**config.mk**
```make
export PLATFORM = sky130hd
export DESIGN_NAME = sisc_fetch
export DESIGN_NICKNAME = d
export VERILOG_FILES = /design/src/rtl/sisc_fetch.sv
export SDC_FILE = /design/constraint.sdc
export NUM_CORES = 1
export LEC_CHECK = 0
export ABC_AREA = 1
export CAP_MARGIN = 20
export CORE_MARGIN = 2
export CORE_UTILIZATION = 45
export CTS_CLUSTER_SIZE = 25
export DETAILED_ROUTE_END_ITERATION = 10
export PLACE_DENSITY = 0.83
export SYNTH_ARGS = -nofsm -noshare
export SYNTH_HDL_FRONTEND = slang
export SYNTH_SLANG_ARGS = --single-unit
```
**constraint.sdc**
```tcl
create_clock -name clk -period 1.55 [get_ports clk]
set_input_delay 0.155 -clock clk [delete_from_list [all_inputs] [get_ports clk]]
set_output_delay 0.155 -clock clk [all_outputs]
set_load 0.005 [all_outputs]
```
**src/rtl/sisc_fetch.sv**
```systemverilog
// sisc_fetch: SISC instruction fetch unit (PC owner, imem req/ack master, ir producer).
// Latency: ir_valid rises on the edge that ends the imem ack cycle (1 cycle after req at zero wait).
// Backpressure: no new request while ir (or, with prefetch, the buffer) is full; a request is held until acked.
//
// Optional feature macro: FETCH_PREFETCH_EN adds a one-entry prefetch buffer so
// fetching continues while ir is occupied (1 instr/cycle at zero-wait memory).
//
// Ports:
//   clk, rst               clock, synchronous active-high reset
//   imem_req, imem_addr    registered fetch request and word address
//   imem_ack, imem_rdata   memory acknowledge (may be same cycle as req) and data
//   ir, ir_valid, pc       instruction register, live flag, address of ir
//   ir_take                consumer accepts ir (ignored while ir_valid=0)
//   br_taken, br_target    single-cycle redirect and its target address

module sisc_fetch #(
   parameter int                ADDR_W   = 16,
   parameter logic [ADDR_W-1:0] RESET_PC = 16'h0000
) (
   input  logic              clk,
   input  logic              rst,
   output logic              imem_req,
   output logic [ADDR_W-1:0] imem_addr,
   input  logic              imem_ack,
   input  logic [31:0]       imem_rdata,
   output logic [31:0]       ir,
   output logic              ir_valid,
   input  logic              ir_take,
   output logic [ADDR_W-1:0] pc,
   input  logic              br_taken,
   input  logic [ADDR_W-1:0] br_target
);

   localparam logic [1:0] S_IDLE = 2'd0;
   localparam logic [1:0] S_REQ  = 2'd1;
   localparam logic [1:0] S_HOLD = 2'd2;

   localparam logic [ADDR_W-1:0] PC_INC = {{(ADDR_W-1){1'b0}}, 1'b1};

   logic [1:0]        state,    state_n;
   logic [ADDR_W-1:0] fetch_pc, fetch_pc_n;
   logic              squash,   squash_n;
   logic [31:0]       ir_n;
   logic [ADDR_W-1:0] pc_n;
   logic              ir_valid_n;
   logic              req_n;
   logic [ADDR_W-1:0] addr_n;

`ifdef FETCH_PREFETCH_EN
   logic [31:0]       buf_dat,   buf_dat_n;
   logic [ADDR_W-1:0] buf_pc,    buf_pc_n;
   logic              buf_valid, buf_valid_n;
`endif

   logic take;       // consumer handshake actually completes this cycle
   logic ack_live;   // ack belongs to our outstanding request
   logic ack_use;    // acked data is kept (not squashed, not overtaken by a branch)
   logic can_req;    // there will be room for another word after this edge
   logic new_req;    // a fresh request (new address) starts next cycle

   assign take     = ir_take & ir_valid;
   // imem_req is only ever high in S_REQ, so an ack seen in IDLE/HOLD
   // (e.g. a late ack after reset) falls out here.
   assign ack_live = imem_req & imem_ack;
   assign ack_use  = ack_live & ~squash & ~br_taken;

   always_comb begin
      state_n    = state;
      fetch_pc_n = fetch_pc;
      squash_n   = squash;
      ir_n       = ir;
      pc_n       = pc;
      ir_valid_n = ir_valid;
      req_n      = imem_req;
      addr_n     = imem_addr;
      can_req    = 1'b0;
      new_req    = 1'b0;
`ifdef FETCH_PREFETCH_EN
      buf_dat_n   = buf_dat;
      buf_pc_n    = buf_pc;
      buf_valid_n = buf_valid;
`endif

      // Consumer side: ir empties, or is refilled from the buffer.
      if (take) begin
         ir_valid_n = 1'b0;
`ifdef FETCH_PREFETCH_EN
         if (buf_valid) begin
            ir_n        = buf_dat;
            pc_n        = buf_pc;
            ir_valid_n  = 1'b1;
            buf_valid_n = 1'b0;
         end
`endif
      end

      // Memory side. While requesting, the buffer is always empty, so acked
      // data goes to ir when ir frees up this edge, otherwise to the buffer.
      if (ack_use) begin
         fetch_pc_n = fetch_pc + PC_INC;
`ifdef FETCH_PREFETCH_EN
         if (!ir_valid || (take && !buf_valid)) begin
            ir_n       = imem_rdata;
            pc_n       = fetch_pc;
            ir_valid_n = 1'b1;
         end else begin
            buf_dat_n   = imem_rdata;
            buf_pc_n    = fetch_pc;
            buf_valid_n = 1'b1;
         end
`else
         ir_n       = imem_rdata;
         pc_n       = fetch_pc;
         ir_valid_n = 1'b1;
`endif
      end

      // Any ack retires the outstanding request, squashed or not.
      if (ack_live) begin
         squash_n = 1'b0;
      end

      // Redirect overrides everything above. An unacked request cannot be
      // withdrawn, so its eventual data is marked for discard instead.
      if (br_taken) begin
         fetch_pc_n = br_target;
         ir_valid_n = 1'b0;
`ifdef FETCH_PREFETCH_EN
         buf_valid_n = 1'b0;
`endif
         if (imem_req && !imem_ack) begin
            squash_n = 1'b1;
         end
      end

`ifdef FETCH_PREFETCH_EN
      can_req = ~buf_valid_n;
`else
      can_req = ~ir_valid_n;
`endif

      case (state)
         S_IDLE: state_n = S_REQ;
         S_REQ: begin
            if (imem_ack) begin
               state_n = can_req ? S_REQ : S_HOLD;
            end
         end
         S_HOLD: state_n = can_req ? S_REQ : S_HOLD;
         default: state_n = S_IDLE;
      endcase

      // An unacked request keeps its address; anything else entering REQ
      // issues a new request at the (possibly redirected) fetch_pc.
      new_req = (state_n == S_REQ) && !((state == S_REQ) && !imem_ack);
      req_n   = (state_n == S_REQ);
      if (new_req) begin
         addr_n = fetch_pc_n;
      end
   end

   always_ff @(posedge clk) begin
      if (rst) begin
         state     <= S_IDLE;
         fetch_pc  <= RESET_PC;
         squash    <= 1'b0;
         ir        <= 32'h0;
         pc        <= RESET_PC;
         ir_valid  <= 1'b0;
         imem_req  <= 1'b0;
         imem_addr <= RESET_PC;
`ifdef FETCH_PREFETCH_EN
         buf_dat   <= 32'h0;
         buf_pc    <= RESET_PC;
         buf_valid <= 1'b0;
`endif
      end else begin
         state     <= state_n;
         fetch_pc  <= fetch_pc_n;
         squash    <= squash_n;
         ir        <= ir_n;
         pc        <= pc_n;
         ir_valid  <= ir_valid_n;
         imem_req  <= req_n;
         imem_addr <= addr_n;
`ifdef FETCH_PREFETCH_EN
         buf_dat   <= buf_dat_n;
         buf_pc    <= buf_pc_n;
         buf_valid <= buf_valid_n;
`endif
      end
   end

endmodule

```
; Word level (Yosys, flattened, before mapping)
; Cells that the tools add are included.
[totals]
regBits = 85
input_bits = 53
output_inout_bits = 66
wordCells = 35
[op_classes]
n_addsub = 1
n_eq_ne = 3
n_mux = 11
n_bitwise = 6
n_reduce_logical = 6
[op_table]
columns = operator, n
row1 = 2-to-1 mux 16 bit, 2
row2 = "adder 16 x 1 -> 16 bit, second input constant", 1
row3 = 2-to-1 mux 1 bit, 6
row4 = one-hot mux 2 bit (3 select lines), 1
row5 = AND 1 bit, 4
row6 = "equality test 2 x 1 -> 1 bit, second input constant", 2
row7 = 2-to-1 mux 2 bit, 2
row8 = logical AND 1 bit, 3
row9 = "equality test 2 bit, second input constant", 1
row10 = zero test 1 bit, 2
row11 = zero test 2 bit, 1
row12 = NOT 1 bit, 2

; Depth between registers and ports, before layout
; Gate-level depths: netlist of run 1.
[logic_depth]
word_depth = 10
depth_mapped = 12
ltp_nobuf = 11

; Worst setup path after synthesis of run 1
; No wires, ideal clock.
[synth_timing]
kind = flip-flop to flip-flop
startpoint = register imem_req
endpoint = register imem_addr[10]
setup_time_ps = 109
t_arrival_ps = 1281
required_time_ps = 1441
setup_slack_ps = 160
path_stages_with_launch = 13
path_buffers = 1
period_less_slack_ps = 1390
path_cell_list = dfxtp_1 > nand2_1 > inv_2 > nand2_2 > nand2_2 > inv_2 > o21bai_4 > nand2_2 > buf_6 > o21ai_1 > inv_1 > nand2_1 > inv_1
[synth_via]
elab_chain_len = 10
elab_cells_between_ends = 12
classes_between = eq/ne (1) / mux (7) / bitwise (3) / reduce/logical (1)
[synth_rtl]
columns = item, line
row1 = from (decl), 22  ; output logic imem_req,
row2 = from (signal assigned), 184  ; imem_req <= req_n;
row3 = AND 1 bit *, 64  ; assign ack_live = imem_req & imem_ack;
row4 = AND 1 bit * (2 in series), 65  ; assign ack_use = ack_live & ~squash & ~br_taken;
row5 = 2-to-1 mux 1 bit, 99  ; if (ack_use) begin
row6 = 2-to-1 mux 1 bit, 125  ; if (br_taken) begin
row7 = 2-to-1 mux 2 bit, "146, 149"
row8 = 2-to-1 mux 2 bit, 145  ; if (imem_ack) begin
row9 = one-hot mux 2 bit (3 select lines), 142  ; case (state)
row10 = equality test 2 x 1 -> 1 bit, 155  ; new_req = (state_n == S_REQ) && !((state == S_REQ) && !imem_ack);
row11 = logical AND 1 bit, 155
row12 = to (signal assigned), 185  ; imem_addr <= addr_n;
row13 = to (decl), 23  ; output logic [ADDR_W-1:0] imem_addr,
; Every way passes the cells marked *; elsewhere a longest branch is shown, timed or not.
; A chain may end at the register's enable or synchronous reset.

; Worst setup path after layout of run 1
[layout_timing]
startpoint = register imem_req
endpoint = register imem_addr[15]
; The elaborated chain is that of the path after synthesis.

==> results.sh, run 1 <==
export IMPL_status="completed"
export IMPL_synth_warnings=0
export IMPL_power_switching_mw=1.267
export IMPL_cts_buffer_depth=2
export IMPL_cts_root_buf="clkbuf_8"
export IMPL_relSlewSlack_pct=74.28
export IMPL_endpoint="imem_addr[15]"
export IMPL_p_int_mw=3.884
export IMPL_arrival_ns=1.76
export IMPL_grt_overflow_total=0
export IMPL_cp_slowest_cell="dfxtp_2"
export IMPL_tightest_slew_ns=0.3858
export IMPL_reg2reg_to="imem_addr[15]"
export IMPL_async_reset_ff_share_pct=0
export IMPL_worst_path_buf_inv=5
export IMPL_cts_buffers=9
export IMPL_dpl_cell_count=688
export IMPL_p_per_area_mw_per_mm2=976.8
export IMPL_critPathLaunch="imem_req"
export IMPL_cp_max_fo=20
export IMPL_stdcell_count=709
export IMPL_initial_core_util_pct=45.64
export IMPL_dpl_cell_area_sq_mm=0.004897
export IMPL_diodes=0
export IMPL_io_buffers=118
export IMPL_synth_edf_count=0
export IMPL_cts_tree="built"
export IMPL_ys_seq_area_share_pct=49.01
export IMPL_grt_antenna_before_repair=0
export IMPL_crit_type="reg2reg"
export IMPL_critPathTopFamily="buffers and inverters"
export IMPL_row_count=32
export IMPL_hp_class="in2reg"
export IMPL_io_pins=119
export IMPL_ys_types=33
export IMPL_synth_avg_cell_area_sq_um=7.467
export IMPL_hold_worst_slack_ns=0.3802
export IMPL_vias=3534
export IMPL_path_cells="nand2_2, inv_2, nand2_4, nand2_2, inv_2, o21bai_4, nand2_4, buf_12, o21ai_2, inv_1, nand2_1, inv_1"
export IMPL_post_route_drc_count=0
export IMPL_pre_cts_slack_ns=-0.4060
export IMPL_rrSetupSlack_ns=0.05
export IMPL_ys_flop_type="dfxtp_1"
export IMPL_crit_path_end_kind="register"
export IMPL_setup_viol=0
export IMPL_htreeDepth=3
export IMPL_synth_fp_nets=519
export IMPL_timing_fmax_mhz=664.5
export IMPL_layout_drive_gt1_share_pct=14.17
export IMPL_gp_routability_congestion=0.8377
export IMPL_layout_min_cycle_time_ns=1.505
export IMPL_most_common_layout_cells="clkdlybuf4s50_1, nor2_1, dfxtp_1"
export IMPL_grt_setup_unrepaired="true"
export IMPL_critPathRequiredTime_ns=1.81
export IMPL_synth_cell_area_sq_mm=0.003472
export IMPL_clk_latency_ns=0.36
export IMPL_fin_util_pct=69.33
export IMPL_synth_seq_cells=85
export IMPL_p_comb_share_pct=16.6
export IMPL_cts_sinks=85
export IMPL_grt_max_degree=50
export IMPL_skew_ns=0.008559
export IMPL_hold_viol_final=0
export IMPL_power_frac_clock_pct=36.6
export IMPL_p_leak_nw=2.210
export IMPL_slowest_delay_ns=0.34
export IMPL_core_area_sq_mm=0.007607
export IMPL_cts_hold_buffers_added=0
export IMPL_drtIter0Drc=133
export IMPL_vdd_drop_max_uv=578.0
export IMPL_antenna_left=0
export IMPL_cap_viol_max_count=0
export IMPL_period_share_pct=97.08
export IMPL_slew_viol_final=0
export IMPL_hpwlAfterDp_mm=6.817
export IMPL_drt_pass1_iterations=5
export IMPL_setup_ws_ns=0.04522
export IMPL_grt_pass1_vias=3333
export IMPL_drt_total_wl_mm=9.603
export IMPL_track_usage_pct=22.56
export IMPL_syn_inst=465
export IMPL_via_per_inst=4.984
export IMPL_seqPwrFrac_pct=46.7
export IMPL_path_depth=12
export IMPL_grt_pass1_wl_mm=15.24
export IMPL_die_area_sq_mm=0.008435
export IMPL_final_cell_area_sq_mm=0.005274
export IMPL_start_kind="register"
export IMPL_area_delta_synth_final_pct=51.89
export IMPL_dieHeight_um=91.84
export IMPL_num_nets_final=656
export IMPL_final_common_cell="clkdlybuf4s50_1"
export IMPL_clkTransAtPathRegs_ns=0.08
export IMPL_r2r_cells=12
export IMPL_wl_per_cell_um=13.54
export IMPL_p_sw_share_pct=24.59
export IMPL_fp_dieW_um=91.84
export IMPL_reg2reg_from="imem_req"
## power by group through the flow
| stage | Combinational (mW) | Sequential, mW | Clock, mW |
|---|---|---|---|
| after floorplan | 0.342 | 2.45 | 0 |
| after global placement | 0.806 | 2.45 | 0 |
| after detailed placement | 0.823 | 2.45 | 0 |
| after CTS | 0.832 | 2.40 | 1.93 |
| after global routing | 0.943 | 2.43 | 2.01 |
| final | 0.856 | 2.41 | 1.89 |
## Yosys cell counts, types with 2 or more instances
master    number  area share (%)
buf_2          5            0.72
nand2_1       57             6.2
o21ai_0       56             8.1
clkbuf_1      18             1.9
mux2i_1        2            0.58
nand3b_1       2            0.43
nor2_1        93              10
xor2_1         2            0.50
inv_1         43             4.6
buf_6          3            0.97
a21oi_1       30             4.3
inv_2          3            0.32
a31oi_1        2            0.36
nand4_1        3            0.54
nor2_4         2            0.65
nand2_2        4            0.72
or2_2          2            0.36
o21ai_1        5            0.72
nor3_1         3            0.43
nand3_1       29             4.2
o21ai_2        5             1.3
dfxtp_1       85              49
## registers in the layout, indices dropped and copies added, names as in the netlist, named ones only
signal,count
ir_valid,1
imem_addr,16
imem_req,1
pc,16
state,2
ir,32
fetch_pc,16
## worst min path at each step
stage / slack [ns] / to / depth (start not counted) / from
after detailed placement: 0.47 / ir[28] / 2 / ir[28]
after global routing: 0.39 / fetch_pc[8] / 3 / br_target[8]
after floorplan: 0.32 / fetch_pc[14] / 2 / br_target[14]
after global placement: 0.46 / ir[1] / 2 / ir[1]
final: 0.38 / fetch_pc[8] / 3 / br_target[8]
after CTS: 0.37 / fetch_pc[8] / 3 / br_target[8]
## layout make-up
| cell class | count | area (sq um) |
|---|---|---|
| fillers | 619 | 2333 |
| flip-flops and latches | 85 | 1708 |
| multi-input cells | 307 | 1545 |
| repair buffers | 152 | 1468 |
| inverters | 47 | 178.9 |
| well taps | 102 | 127.6 |
| clock buffers | 9 | 123.9 |
| clock inverters | 7 | 122.6 |
## layer usage
metal / track usage (%) / routed length, um / vias to the layer above / share of wire [%]
li1: - / - / 1765 / -
met5: 0 / 0 / - / 0
met1: 29.07 / 4301 / 1624 / 45
met2: 37.32 / 4493 / 131 / 47
met4: 9.204 / 199 / 0 / 2.1
met3: 4.191 / 608 / 14 / 6.3
## worst register-to-register path, stage by stage, from the launching register on
cell and delay, ns:
dfxtp_2 0.34, nand2_2 0.08, inv_2 0.09, nand2_4 0.08, nand2_2 0.08, inv_2 0.06
o21bai_4 0.16, nand2_4 0.08, buf_12 0.16, o21ai_2 0.13, inv_1 0.05, nand2_1 0.06
inv_1 0.04
## stage by stage
stage          total power, mW  setup TNS [ns]
3_5_place_dp             3.275          -16.70
3_3_place_gp             3.253          -13.29
2_1_floorplan            2.795               0
4_1_cts                  5.163               0
5_1_grt                  5.375         -0.6314
6_report                 5.151               0
## cells by family after synthesis
kind of cell             synth area share, %
AND/OR/NAND/NOR                        24.76
XOR/XNOR                              0.7569
flip-flops                             49.01
multiplexers                          0.5766
adder cells (fa/ha/maj)               0.3603
buffers and inverters                  8.792
AO/OA/AOI/OAI                          15.75
## what timing repair did
item                                    4_1_cts  5_1_grt
gates cloned                                  0        0
endpoints found under the setup margin        4       22
gates resized for setup                       4       21
buffers inserted                              0        5
pin swaps                                     0        4
Note: power is estimated with default switching activity, not from simulation.
==> run 2, diff against run 1 <==
Settings changed: CAP_MARGIN 20 to not set.
==> results of run 2 <==
Final layout, timing and power as in run 1 (identical DEF).
==> run 3, diff against run 2 <==
Settings changed: CAP_MARGIN set to 20.
==> results of run 3 <==
Final layout, timing and power as in run 1 (identical DEF).
